**src/rtl/level_timer_ctrl.sv**
```systemverilog
// rtl/level_timer_ctrl.sv - level countdown timer with pause, bonus time and score tally
// Remaining seconds are held in binary and shown as two BCD digits.
module level_timer_ctrl #(
    parameter int START_SECS = 60,
    parameter int WARN_SECS  = 10,
    parameter int BONUS_SECS = 5
) (
    input  logic       clk,
    input  logic       reset,
    input  logic       one_sec,
    input  logic       start,
    input  logic       pause_req,
    input  logic       bonus,
    input  logic       level_done,
    output logic       turbo,
    output logic [3:0] secs_tens,
    output logic [3:0] secs_ones,
    output logic       warn,
    output logic       timeout,
    output logic       score_pulse,
    output logic       tally_done,
    output logic [2:0] state
);

    typedef enum logic [2:0] {
        S_IDLE    = 3'd0,
        S_RUN     = 3'd1,
        S_PAUSED  = 3'd2,
        S_TALLY   = 3'd3,
        S_EXPIRED = 3'd4
    } state_t;

    localparam logic [6:0] START_C = 7'(START_SECS);
    localparam logic [6:0] WARN_C  = 7'(WARN_SECS);
    localparam logic [7:0] BONUS_C = 8'(BONUS_SECS);
    localparam logic [7:0] MAX_C   = 8'd99;

    state_t     state_q, state_d;
    logic [6:0] count_q, count_d;
    logic       timeout_q, timeout_d;
    logic       score_q, score_d;
    logic       tally_done_q, tally_done_d;

    logic [6:0] count_dec;
    logic [6:0] bonus_base;
    logic [7:0] bonus_sum;
    logic [6:0] bonus_sat;
    logic       run_tick;

    // A RUN tick with no pause/level_done decrements first, then the bonus is added on top.
    always_comb begin
        run_tick   = (state_q == S_RUN) && one_sec && !pause_req && !level_done;
        count_dec  = count_q - 7'd1;
        bonus_base = run_tick ? count_dec : count_q;
        bonus_sum  = {1'b0, bonus_base} + BONUS_C;
        bonus_sat  = (bonus_sum > MAX_C) ? 7'd99 : bonus_sum[6:0];
    end

    always_comb begin
        state_d      = state_q;
        count_d      = count_q;
        timeout_d    = 1'b0;
        score_d      = 1'b0;
        tally_done_d = 1'b0;
        case (state_q)
            S_IDLE, S_EXPIRED: begin
                if (start) begin
                    state_d = S_RUN;
                    count_d = START_C;
                end
            end
            S_RUN: begin
                if (level_done) begin
                    state_d = S_TALLY;
                end else if (pause_req) begin
                    state_d = S_PAUSED;
                    if (bonus) count_d = bonus_sat;
                end else if (one_sec) begin
                    count_d = bonus ? bonus_sat : count_dec;
                    if (!bonus && count_q == 7'd1) begin
                        state_d   = S_EXPIRED;
                        timeout_d = 1'b1;
                    end
                end else if (bonus) begin
                    count_d = bonus_sat;
                end
            end
            S_PAUSED: begin
                if (bonus) count_d = bonus_sat;
                if (!pause_req) state_d = S_RUN;
            end
            S_TALLY: begin
                if (count_q == 7'd0) begin
                    state_d      = S_IDLE;
                    tally_done_d = 1'b1;
                end else if (one_sec) begin
                    count_d = count_dec;
                    score_d = 1'b1;
                end
            end
            default: begin
                state_d = S_IDLE;
                count_d = 7'd0;
            end
        endcase
    end

    always_ff @(posedge clk) begin
        if (reset) begin
            state_q      <= S_IDLE;
            count_q      <= 7'd0;
            timeout_q    <= 1'b0;
            score_q      <= 1'b0;
            tally_done_q <= 1'b0;
        end else begin
            state_q      <= state_d;
            count_q      <= count_d;
            timeout_q    <= timeout_d;
            score_q      <= score_d;
            tally_done_q <= tally_done_d;
        end
    end

    logic [3:0] tens;

    always_comb begin
        tens = 4'd0;
        for (int i = 1; i < 10; i++) begin
            if (count_q >= 7'(i * 10)) tens = 4'(i);
        end
    end

    assign secs_tens   = tens;
    assign secs_ones   = 4'(count_q - 7'(tens) * 7'd10);
    assign turbo       = (state_q == S_TALLY);
    assign warn        = ((state_q == S_RUN) || (state_q == S_PAUSED)) &&
                         (count_q != 7'd0) && (count_q <= WARN_C);
    assign timeout     = timeout_q;
    assign score_pulse = score_q;
    assign tally_done  = tally_done_q;
    assign state       = state_q;

endmodule

```
**config.mk**
```make
export PLATFORM = sky130hd
export DESIGN_NAME = level_timer_ctrl
export DESIGN_NICKNAME = d
export VERILOG_FILES = /design/src/rtl/level_timer_ctrl.sv
export SDC_FILE = /design/constraint.sdc
export NUM_CORES = 1
export LEC_CHECK = 0
export ABC_AREA = 1
export CAP_MARGIN = 20
export CORE_MARGIN = 2
export CORE_UTILIZATION = 50
export DETAILED_ROUTE_END_ITERATION = 8
export PLACE_DENSITY = 0.77
export SYNTH_ARGS = -nofsm -noshare
export SYNTH_HDL_FRONTEND = slang
export SYNTH_SLANG_ARGS = --single-unit
```
**constraint.sdc**
```tcl
create_clock -name clk -period 2.76 [get_ports clk]
set_input_delay 0.414 -clock clk [delete_from_list [all_inputs] [get_ports clk]]
set_output_delay 0.414 -clock clk [all_outputs]
set_load 0.05 [all_outputs]
```
==> flow_summary.ini <==
[clocking]
clk_pin_slew_ns = 0.10
clock_path_buffers = 2
cts_sinks = 13
h-tree-depth = 1
cts_tree = yes
cts_root_buf = clkbuf_4
cts_made_buffers = 3
clock_latency_ns = 0.31

[setup_path]
reg2reg_to = count_q[4]$_SDFFE_PP0P_
required_ns = 2.35
crit_path_end_kind = output pin
rr_worst_depth = 18
cp-start-kind = register
crit_path_start = count_q[6]$_SDFFE_PP0P_
rrSetupSlack_ns = 0.23
endpoint = secs_ones[3]
reg2reg_from = count_q[1]$_SDFFE_PP0P_
arrival_ns = 2.61
crit_fanout = 4
crit_type = register to output pin

[floorplan]
core_area_mm2 = 0.00331
die_x_um = 62.4
initial_core_util_pct = 51.4
num_rows = 21
chipHeight_um = 62.4
dieArea_mm2 = 0.00389
ios = 23

[yosys]
synth_area_mm2 = 0.00170
synth_edf_count = 0
synthTopCellsByCount = nand2_1 (70), inv_1 (32), nor2_1 (24)
yosysUniqueCellTypes = 40
synth.most_common_cell = nand2_1
seq_area_frac_synth_pct = 15.3
syn_nets = 285
synth_area_leaders = nand2_1 (15%), dfxtp_1 (15%), inv_1 (7.1%)
syn_avg_cell_area_um2 = 6.26
synth_top_area_share_pct = 15.4
synth_area_leader_cell = nand2_1
ys.warnings.count = 0
synth-async-reset-ratio_pct = 0
synthFlopType = dfxtp_1
syn-instance-count = 272
ys_seq_elements = 13

[placement]
place_congestion = 0.903
pre_cts_slack_ns = -0.0977
dp_hpwl_mm = 3.99
port-buffer-count = 22
dp.cells = 364

[routing]
wl_per_cell_um = 13.6
detailroute.via_count = 2022
drtIter0Drc = 98
dr.pass1.iters = 4
totalWireLength_mm = 5.10
antenna_left = 0
drc = 0
routed_via_density = 5.39

[sta]
finalCritPeriodShare_pct = 109
fin_crit_ns = 3.02
hold_ws_ns = 0.517
grt_setup_unrepaired = yes
setup_tns_ns = -0.446
worst_slack_ns = -0.262
tightest_slew_ns = 0.514
finalHoldViolCount = 0
setup_viol = 2
slew_violations = 0
skew_ns = 0.0128
fmax_mhz = 331
slew_headroom_pct = 65.6

[grt]
gr-total-overflow = 0
first_global_vias = 1965
grt_pass1_wl_mm = 8.71
grt_max_degree = 17
antenna_found_initial = 0
grt_usage_pct = 27.4

[final_layout]
fin_nets = 343
diodes = 0
drive_above_1_share_pct = 35.3
syn2layout_area_growth_pct = 38.4
final_cells = 375
fill_cells = 282

[status]
violations = setup timing
status = finished with violations

[job]
cap_violations = 0

[min_path]
min_path_type = register to register
## worst min path at each step
stage	from	endpoint	slack, ns	cells past startpoint
after floorplan	count_q[0]$_SDFFE_PP0P_	count_q[0]$_SDFFE_PP0P_	0.52	2
after global placement	count_q[6]$_SDFFE_PP0P_	count_q[6]$_SDFFE_PP0P_	0.53	2
after detailed placement	count_q[6]$_SDFFE_PP0P_	count_q[6]$_SDFFE_PP0P_	0.54	2
after CTS	count_q[6]$_SDFFE_PP0P_	count_q[6]$_SDFFE_PP0P_	0.51	2
after global routing	count_q[6]$_SDFFE_PP0P_	count_q[6]$_SDFFE_PP0P_	0.57	2
final	count_q[6]$_SDFFE_PP0P_	count_q[6]$_SDFFE_PP0P_	0.52	2
## sequential cells by signal (all words and copies together), names as in the netlist
register,count
tally_done,1
score_pulse,1
state,3
count_q,7
timeout,1
## metal layers
layer | routed length, um | global-route usage [%] | vias to the layer above
met5 | 0 | 0 | -
met4 | 159 | 11.9 | 0
met2 | 2690 | 50.0 | 87
met3 | 292 | 5.07 | 21
met1 | 1950 | 31.0 | 929
li1 | - | - | 985
## worst max-delay path: stages, from the launching register on
cell     delay [ns]
dfxtp_4        0.37
nor2_4         0.15
nand2_2        0.09
nor2_2         0.10
nor2_1         0.04
o21ai_1        0.12
nand3_1        0.10
a22oi_2        0.17
o22ai_4        0.09
ha_2           0.19
fa_2           0.35
xnor2_2        0.14
xor2_1         0.18
inv_2          0.06
buf_12         0.14
## cell type report
cell class	count	area, um2	share of cell area, %
sequential	13	273	11.6
timing repair buffer	61	561	23.8
clock buffer	3	22.5	0.955
inverter	42	165	7.01
clock inverter	1	5.00	0.212
tap	46	57.6	2.44
multi-input combinational	209	1270	54.0
## per-stage QoR
stage / area, um2 / utilization, %
finish: 2360 / 71.2
global route: 2360 / 71.2
CTS: 2330 / 70.3
detailed placement: 2240 / 67.6
global placement: 2240 / 67.6
floorplan: 1750 / -
## cells in the final DEF, fill, tap and decap left out, types with 2 or more instances in the layout
cell type / synthesis / routed
nor2_2: 1 / 2
clkbuf_4: 0 / 3
nand3_4: 2 / 2
inv_2: 9 / 9
dfxtp_4: 0 / 2
clkdlybuf4s50_1: 0 / 16
nand2_1: 70 / 70
dfxtp_1: 13 / 7
a21oi_2: 5 / 6
nand3_2: 2 / 2
buf_12: 0 / 5
xor2_1: 2 / 2
nand4_1: 5 / 5
nand2_2: 13 / 13
nand3b_2: 2 / 2
nor3_1: 3 / 3
a21oi_1: 11 / 10
dfxtp_2: 0 / 4
buf_4: 2 / 40
o22ai_1: 2 / 2
ha_1: 5 / 4
clkinv_2: 1 / 2
inv_1: 32 / 30
nor2_1: 24 / 21
nor2_4: 6 / 8
nand3_1: 13 / 13
o21ai_1: 5 / 8
o21ai_0: 22 / 19
nand2_4: 3 / 3
## cells by family after synthesis
| logic type | Yosys count | synth area share, % |
|---|---|---|
| flops | 13 | 15.3 |
| fa+ha+maj | 6 | 4.85 |
| compound gates | 52 | 18.1 |
| xor+xnor | 4 | 2.50 |
| simple gates | 147 | 46.3 |
| buf+inv | 50 | 13.0 |
## what timing repair did
action	4_1_cts	5_1_grt
gates resized for setup	8	5
hold buffers	0	0
buffers inserted	4	3
endpoints found under the setup margin	2	7
pin swaps	3	7
endpoints found under the hold margin	0	0
cloned	0	0
Power is left out: the tool's default activity adds up to more than one toggle a clock period on the data nets, which glitch-free logic cannot reach.
